$ cat config.mk
export PLATFORM = sky130hd
export DESIGN_NAME = fpadd_seq
export DESIGN_NICKNAME = d
export VERILOG_FILES = /design/src/rtl/fpadd_seq.sv
export SDC_FILE = /design/constraint.sdc
export NUM_CORES = 1
export LEC_CHECK = 0
export CORE_ASPECT_RATIO = 1.2
export CORE_MARGIN = 5
export CORE_UTILIZATION = 60
export DETAILED_ROUTE_END_ITERATION = 10
export PLACE_DENSITY = 0.82
export SLEW_MARGIN = 30
export SYNTH_ARGS = -nofsm -noshare
export SYNTH_HDL_FRONTEND = slang
export SYNTH_SLANG_ARGS = --single-unit
$ cat constraint.sdc
create_clock -name clk -period 3.2 [get_ports clk]
set_input_delay 0.48 -clock clk [delete_from_list [all_inputs] [get_ports clk]]
set_output_delay 0.48 -clock clk [all_outputs]
set_load 0.005 [all_outputs]
$ cat src/rtl/fpadd_seq.sv
// fpadd_seq: multi-cycle IEEE-754 single-precision adder/subtractor.
// Define FPADD_ROUND_EN for round-to-nearest-even (default truncates).
module fpadd_seq #(
  parameter int NORM_STEP = 1
) (
  input  logic        clk,
  input  logic        reset_n,
  input  logic        in_valid,
  output logic        in_ready,
  input  logic [31:0] in_a,
  input  logic [31:0] in_b,
  input  logic        in_sub,
  output logic        out_valid,
  input  logic        out_ready,
  output logic [31:0] out_result,
  output logic [3:0]  out_flags
);

  typedef enum logic [2:0] {
    IDLE, ALIGN, ADD, NORM, PACK, DONE
  } state_t;

`ifdef FPADD_ROUND_EN
  localparam int GW = 3;
`else
  localparam int GW = 0;
`endif
  // mantissa with hidden bit at MW-1, guard bits below
  localparam int MW = 24 + GW;
  localparam logic [4:0] STEP = 5'(NORM_STEP);

  state_t state, stateNext;

  logic              bigSign, smallSign;
  logic [MW-1:0]     bigMan, smallMan;
  logic [7:0]        expDiff;
  logic signed [9:0] expR;
  logic [MW:0]       sumMan;
  logic              resSign;
  logic              zeroR, underR;
  logic              isSpecial, specNan;
  logic [31:0]       specRes;
  logic [31:0]       resR;
  logic [3:0]        flagR;

  logic accept;
  assign in_ready   = reset_n & (state == IDLE);
  assign accept     = in_valid & in_ready;
  assign out_valid  = (state == DONE);
  assign out_result = resR;
  assign out_flags  = flagR;

  logic [7:0]    aExp, bExp;
  logic          aSign, bSign;
  logic          aNan, bNan, aInf, bInf;
  logic          specNanIn, specialIn;
  logic [31:0]   specResIn;
  logic [MW-1:0] aMan, bMan;
  logic          swap;

  always_comb begin
    aExp      = in_a[30:23];
    bExp      = in_b[30:23];
    aSign     = in_a[31];
    bSign     = in_b[31] ^ in_sub;
    aNan      = (&aExp) & (|in_a[22:0]);
    bNan      = (&bExp) & (|in_b[22:0]);
    aInf      = (&aExp) & ~(|in_a[22:0]);
    bInf      = (&bExp) & ~(|in_b[22:0]);
    specNanIn = aNan | bNan | (aInf & bInf & (aSign != bSign));
    specialIn = aNan | bNan | aInf | bInf;
    if (specNanIn)
      specResIn = 32'h7FC0_0000;
    else if (aInf)
      specResIn = {aSign, 8'hFF, 23'd0};
    else
      specResIn = {bSign, 8'hFF, 23'd0};
    // zero exponent flushes to zero: hidden bit cleared
    aMan = MW'({|aExp, in_a[22:0]}) << GW;
    bMan = MW'({|bExp, in_b[22:0]}) << GW;
    swap = bExp > aExp;
  end

  logic [MW-1:0] alignMan;
  always_comb begin
    alignMan = smallMan >> expDiff;
`ifdef FPADD_ROUND_EN
    if (expDiff >= 8'd26)
      alignMan = {{(MW-1){1'b0}}, |smallMan};
    else
      alignMan[0] = alignMan[0] |
        (|(smallMan & ~({MW{1'b1}} << expDiff)));
`else
    if (expDiff >= 8'd26)
      alignMan = '0;
`endif
  end

  logic [MW:0] sumComb;
  logic        signComb, magGe;
  always_comb begin
    magGe = bigMan >= smallMan;
    if (bigSign == smallSign) begin
      sumComb  = {1'b0, bigMan} + {1'b0, smallMan};
      signComb = bigSign;
    end else if (magGe) begin
      sumComb  = {1'b0, bigMan} - {1'b0, smallMan};
      signComb = bigSign;
    end else begin
      sumComb  = {1'b0, smallMan} - {1'b0, bigMan};
      signComb = smallSign;
    end
  end

  function automatic logic [4:0] lzCount(input logic [MW-1:0] v);
    lzCount = 5'(MW);
    for (int i = 0; i < MW; i++)
      if (v[i]) lzCount = 5'(MW - 1 - i);
  endfunction

  logic [4:0]        lz, amt;
  logic signed [9:0] expShift;
  logic              normDone;
  always_comb begin
    lz       = lzCount(sumMan[MW-1:0]);
    amt      = (lz < STEP) ? lz : STEP;
    expShift = expR - signed'({5'd0, amt});
    // last shift lands the leading one, so finish in the same cycle
    normDone = (sumMan == '0) | sumMan[MW] | (lz == 5'd0) |
               (amt == lz) | (expShift <= 10'sd0);
  end

  logic signed [9:0] packExp;
  logic [22:0]       packFrac;
  logic [31:0]       packRes;
  logic [3:0]        packFlags;
`ifdef FPADD_ROUND_EN
  logic        roundUp;
  logic [24:0] rounded;
`endif
  always_comb begin
`ifdef FPADD_ROUND_EN
    roundUp = sumMan[2] & (sumMan[1] | sumMan[0] | sumMan[3]);
    rounded = {1'b0, sumMan[26:3]} + 25'(roundUp);
    if (rounded[24]) begin
      packExp  = expR + 10'sd1;
      packFrac = rounded[23:1];
    end else begin
      packExp  = expR;
      packFrac = rounded[22:0];
    end
`else
    packExp  = expR;
    packFrac = sumMan[22:0];
`endif
    if (isSpecial) begin
      packRes   = specRes;
      packFlags = {specNan, 3'b000};
    end else if (zeroR) begin
      packRes   = 32'd0;
      packFlags = 4'b0001;
    end else if (underR) begin
      packRes   = {resSign, 31'd0};
      packFlags = 4'b0011;
    end else if (packExp >= 10'sd255) begin
      packRes   = {resSign, 8'hFF, 23'd0};
      packFlags = 4'b0100;
    end else begin
      packRes   = {resSign, packExp[7:0], packFrac};
      packFlags = 4'b0000;
    end
  end

  always_comb begin
    stateNext = state;
    unique case (state)
      IDLE:  if (accept) stateNext = ALIGN;
      ALIGN: stateNext = isSpecial ? PACK : ADD;
      ADD:   stateNext = NORM;
      NORM:  if (normDone) stateNext = PACK;
      PACK:  stateNext = DONE;
      DONE:  if (out_ready) stateNext = IDLE;
      default: stateNext = IDLE;
    endcase
  end

  always_ff @(posedge clk or negedge reset_n) begin
    if (!reset_n) state <= IDLE;
    else          state <= stateNext;
  end

  always_ff @(posedge clk or negedge reset_n) begin
    if (!reset_n) begin
      bigSign   <= 1'b0;
      smallSign <= 1'b0;
      bigMan    <= '0;
      smallMan  <= '0;
      expDiff   <= '0;
      expR      <= '0;
      sumMan    <= '0;
      resSign   <= 1'b0;
      zeroR     <= 1'b0;
      underR    <= 1'b0;
      isSpecial <= 1'b0;
      specNan   <= 1'b0;
      specRes   <= '0;
      resR      <= '0;
      flagR     <= '0;
    end else begin
      unique case (state)
        IDLE: if (accept) begin
          bigSign   <= swap ? bSign : aSign;
          smallSign <= swap ? aSign : bSign;
          bigMan    <= swap ? bMan : aMan;
          smallMan  <= swap ? aMan : bMan;
          expR      <= {2'b00, swap ? bExp : aExp};
          expDiff   <= swap ? bExp - aExp : aExp - bExp;
          zeroR     <= 1'b0;
          underR    <= 1'b0;
          isSpecial <= specialIn;
          specNan   <= specNanIn;
          specRes   <= specResIn;
        end
        ALIGN: smallMan <= alignMan;
        ADD: begin
          sumMan  <= sumComb;
          resSign <= signComb;
        end
        NORM: begin
          if (sumMan == '0) begin
            zeroR <= 1'b1;
          end else if (sumMan[MW]) begin
`ifdef FPADD_ROUND_EN
            sumMan <= {1'b0, sumMan[MW:2], sumMan[1] | sumMan[0]};
`else
            sumMan <= sumMan >> 1;
`endif
            expR <= expR + 10'sd1;
          end else if (lz != 5'd0) begin
            sumMan <= sumMan << amt;
            expR   <= expShift;
            if (expShift <= 10'sd0) underR <= 1'b1;
          end
        end
        PACK: begin
          resR  <= packRes;
          flagR <= packFlags;
        end
        DONE: ;
        default: ;
      endcase
    end
  end

endmodule

**Word level (Yosys, flattened, before mapping)**

Index checks and enable logic that the tools add are counted.

- Order comparisons: 6
- Bitwise logic cells: 19
- Shifts and indexed selects: 2
- Multiplexer cells: 70
- Equality and inequality tests: 17
- $add $sub $neg: 7
- Reductions and logical operators: 21

Operator list:

| kind | number |
|---|---|
| $mux 32 | 4 |
| $mux 25 | 5 |
| $mux 5 | 24 |
| $mux 24 | 4 |
| $mux 31 | 2 |
| $pmux 25 s2 | 1 |
| $sub 24x24->25 | 2 |
| $pmux 24 s2 | 1 |
| $reduce_or 23->1 | 2 |
| $mux 10 | 4 |
| $add 24x24->25 | 1 |
| $logic_not 25->1 | 1 |
| $shl 25x5->25 | 1 |
| $ge 24x24->1 | 1 |
| $shr 24x8->24 | 1 |
| $mux 3 | 7 |
| $pmux 10 s2 | 1 |
| $pmux 3 s6 | 1 |
| $mux 8 | 2 |
| $reduce_and 8->1 | 2 |
| $reduce_or 8->1 | 2 |
| $sub 8x8->8 | 2 |
| $ne 2x2->1 const B | 7 |
| $add 10x2->10 const B | 1 |
| 29 further kinds | 63 |

- Logic and storage cells: 159
- Input bits: 69
- Register bits: 169
- Output and inout bits: 38

**Depth between registers and ports, before layout**

Gate-level depths: netlist of the first run.

- Depth after elaboration: 33
- Mapped depth: 16
- Gate-level depth less buffers: 14

**Worst setup path after synthesis of the first run**

Ideal clock, no wire load.

- Kind: in2reg
- From: input port in_b[23]
- To: register bigMan[13]
- Required time: 3118 ps
- Cell stages on the path: 13
- Library setup time: 82 ps
- Arrival: 2905 ps
- Setup slack: 213 ps
- Buffers on the path: 3
- Cell sequence: inv_1 -> ha_1 -> fa_1 -> nor2b_1 -> o21a_1 -> o211a_1 -> o2111ai_1 -> nand2_1 -> clkbuf_1 -> clkbuf_1 -> clkbuf_1 -> nand2_1 -> a31oi_1

- Longest elaborated chain between the ends: 2

RTL lines:

| item | line | RTL |
|---|---|---|
| start, declared | 11 | `input logic [31:0] in_b,` |
| $gt 8x8->1 | 81 | `swap = bExp > aExp;` |
| $mux 24 | 214 | `bigMan <= swap ? bMan : aMan;` |
| end signal, assigned | 214 |  |
| end, declared | 35 | `logic [MW-1:0] bigMan, smallMan;` |

No other way between the ends.
A chain may end at the register's enable or synchronous reset.

**Final worst setup path of the first run**

- From: register smallMan[1]
- To: register sumMan[22]

- Longest elaborated chain between the ends: 4
- Elaborated cells on any way between the ends: 7
- Those cells by class: 3 x add/sub; 1 x order compare; 3 x mux

RTL lines:

| item | line | RTL |
|---|---|---|
| start, declared | 35 |  |
| start signal, assigned | 215 | `smallMan <= swap ? aMan : bMan;` |
| start signal, assigned | 224 | `ALIGN: smallMan <= alignMan;` |
| $sub 24x24->25, or another cell as far along | 110 | `sumComb = {1'b0, smallMan} - {1'b0, bigMan};` |
| $mux 25 | 106 | `end else if (magGe) begin` |
| $mux 25 (*) | 103 | `if (bigSign == smallSign) begin` |
| $pmux 25 s2 (*) | 210 | `unique case (state)` |
| end signal, assigned | 226 | `sumMan <= sumComb;` |
| end signal, assigned | 236 | `sumMan <= sumMan >> 1;` |
| end signal, assigned | 240 | `sumMan <= sumMan << amt;` |
| end, declared | 38 | `logic [MW:0] sumMan;` |

Every way passes the cells marked *; elsewhere a longest branch is shown, timed or not.

==> impl_metrics.ini, run 1 <==
[sta]
holdWs_ns = 0.103
finalSetupViolations = 23
finalHoldViolations = 0
rsz0062_at_grt = true
finalCritPeriodShare = 1.17
fin_ws_ns = -0.548
max_slew.worst_pin.slew_ns = 0.942
fin_worst_skew_ns = 0.0120
finalCriticalPeriod_ns = 3.75
final_max_slew_viol_count = 0
relSlewSlack = 0.372
max_freq_mhz = 267

[global_route]
grt_antenna_before_repair = 1
grt_usage = 0.403
grt_pass1_vias = 14161
grt-ovfl-total = 0
grt_pass1_wl_microns = 77000
grt_max_degree = 140

[route]
wirelength_microns = 54600
via_per_inst = 6.94
drt.antenna.violating_nets = 0
drt-wirelength-per-cell_microns = 24.8
drtIter0Drc = 2751
vias = 15299
drc = 2
first_pass_iters = 11

[run_status]
violations = DRC, setup timing
outcome = finished with violations

[cells_and_area]
postLayoutCoreUtil = 0.827
instances_no_fill = 2203
seqCellArea_sq_um = 3490
diodes = 0
fin_nets = 2088
syn_to_final_growth_pct = 36.9
multi_input_area_sq_um = 9090
layout-drive-gt1-share = 0.240
final_cell_area_sq_um = 17200
n_fill_cell = 1210

[logic_synthesis]
synthDistinctLibCells = 83
synth_edf_count = 0
yosys_warnings = 0
synth-seq-cells = 139
synth_seq_area_share = 0.276
synth_area_leaders = dfrtp_1 (28%), ha_1 (9.2%), nand2_1 (7.2%)
syn_inst = 1620
syn_area_per_cell_sq_um = 7.77
syn_area_sq_um = 12600
synthFlopType = dfrtp_1
async_flop_share = 1.00
synth_largest_area_cell = dfrtp_1
synth_top_area_share = 0.276

[clocking]
cts_htree_levels = 4
cts_root_buf = clkbuf_16
numCtsBuffers = 17
clock_path_buffers = 2
clk_pin_slew_ns = 0.07
ctsHoldBuffers = 0
tritoncts = built
clk_latency_ns = 0.45
cts.sinks = 139

[floorplan]
fp.dieW_microns = 142
core_area_sq_um = 20800
num_io_pins = 107
die_height_microns = 169
start_util = 0.604
rows = 58
die_area_sq_um = 24000

[place]
dpl_cell_area_sq_um = 15400
routabilityCongestion = 1.02
io_buffers = 106
dpl.hpwl_microns = 36200
placed_cells = 2136

[min_path]
hp-class = in -> async

[worst_setup_path]
end_kind = register
critPathMaxFanout = 4
arrival_ns = 4.07
rr_startpoint = smallMan[1]
reg2reg_to = sumMan[22]
r2r_slack_ns = -0.55
criticalPathCategory = reg -> reg
critPathLaunchType = register
worst-r2r-cell-count = 13
critPathRequiredTime_ns = 3.52

[job]
maxCapViolations = 0
metrics by stage:
stage / setup TNS [ns] / setup WS, ns
floorplan: 0 / 0.213
global placement: -12.99 / -0.337
detailed placement: -20.95 / -0.442
CTS: -0.394 / -0.181
global route: -5.41 / -0.563
finish: -3.44 / -0.548
layout make-up:
cell class	instances	share of cell area
multi-input cells	1284	0.528
clock buffers	17	0.0247
flip-flops and latches	139	0.203
inverters	96	0.0209
clock inverters	15	0.0120
well taps	270	0.0196
repair buffers	382	0.192
routing by layer:
layer  routed length, microns  part of all wire  vias to the layer above  global-route usage
li1                         -                 -                     6414                   -
met1                    18700              0.34                     7076               0.514
met2                    24700              0.45                     1388               0.648
met3                     6640              0.12                      421              0.0743
met4                     4680             0.086                        0               0.216
met5                        0                 0                        -                   0
flip-flops by register name, summed over array words and instances, names as in the netlist:
name / count
smallSign: 1
underR: 1
specRes: 3
expR: 10
isSpecial: 1
sumMan: 25
bigMan: 24
out_flags: 4
expDiff: 8
bigSign: 1
out_result: 32
resSign: 1
smallMan: 24
state: 3
zeroR: 1
cells in the final DEF, fill, tap and decap left out, types with 51 or more instances in the layout:
cell type / instances
dfrtp_1: 128
o21ai_0: 86
nor2_1: 163
buf_4: 251
ha_1: 74
inv_1: 89
clkdlybuf4s50_1: 105
a21oi_1: 104
a31oi_1: 61
mux2i_1: 51
nand2_1: 235
cells by family after synthesis:
kind of cell / count (synthesis) / share of synthesized area
simple gates: 582 / 0.206
compound gates: 486 / 0.251
buf+inv: 201 / 0.0647
flops: 139 / 0.276
fa+ha+maj: 99 / 0.102
mux: 79 / 0.0770
xor+xnor: 33 / 0.0230
other cells: 1 / 0.000298
cells in the mapped netlist (10+ instances only):
master	number
a211oi_1	15
a21o_1	16
a21oi_1	114
a221o_1	11
a22o_1	25
a31oi_1	65
and3_1	10
buf_2	18
clkbuf_1	75
dfrtp_1	139
ha_1	93
inv_1	95
mux2i_1	57
mux4_2	13
nand2_1	240
nand2b_1	12
nand3_1	25
nand4_1	21
nor2_1	167
nor2b_1	17
nor3_1	29
nor4_1	26
o211ai_1	12
o21ai_0	103
o21ai_1	10
o21bai_1	14
o221ai_1	20
o22a_1	12
o22ai_1	10
xnor2_1	26
how the worst max path moves through the flow:
stage | from | endpoint | slack [ns] | cells past startpoint
global route | smallMan[1] | sumMan[22] | -0.56 | 13
floorplan | in_b[23] | bigMan[13] | 0.21 | 13
global placement | in_a[25] | expDiff[2] | -0.34 | 13
CTS | bigMan[0] | sumMan[22] | -0.18 | 14
finish | smallMan[1] | sumMan[22] | -0.55 | 13
detailed placement | in_b[23] | expDiff[7] | -0.44 | 15
timing repair:
item                                    in CTS  in global routing
cloned                                       0                  0
gates resized for setup                     61                118
setup buffers                               10                 25
hold endpoints to repair                     0                  0
endpoints found under the setup margin      27                 50
pin swaps                                   25                 64
critical path, cell delays in order, from the launching register on:
cell       delay [ns]
dfrtp_2          0.47
inv_1            0.14
fa_2             0.42
o21ba_4          0.24
o2111ai_2        0.18
buf_6            0.16
nand2_2          0.04
o21ba_1          0.18
a221o_1          0.47
o31ai_4          0.42
buf_4            0.20
a221oi_4         0.08
nor4_4           0.49
o31ai_4          0.10
Power of run 1 is left out: the tool's default activity adds up to more than one toggle a clock period on the data nets, which glitch-free logic cannot reach.
==> run 2, diff against run 1 <==
HOLD_SLACK_MARGIN = 0.15   (was default)
==> results of run 2 <==
No change in the layout: final DEF, timing and power equal those of run 1.
Power of run 2 is left out for the same reason.
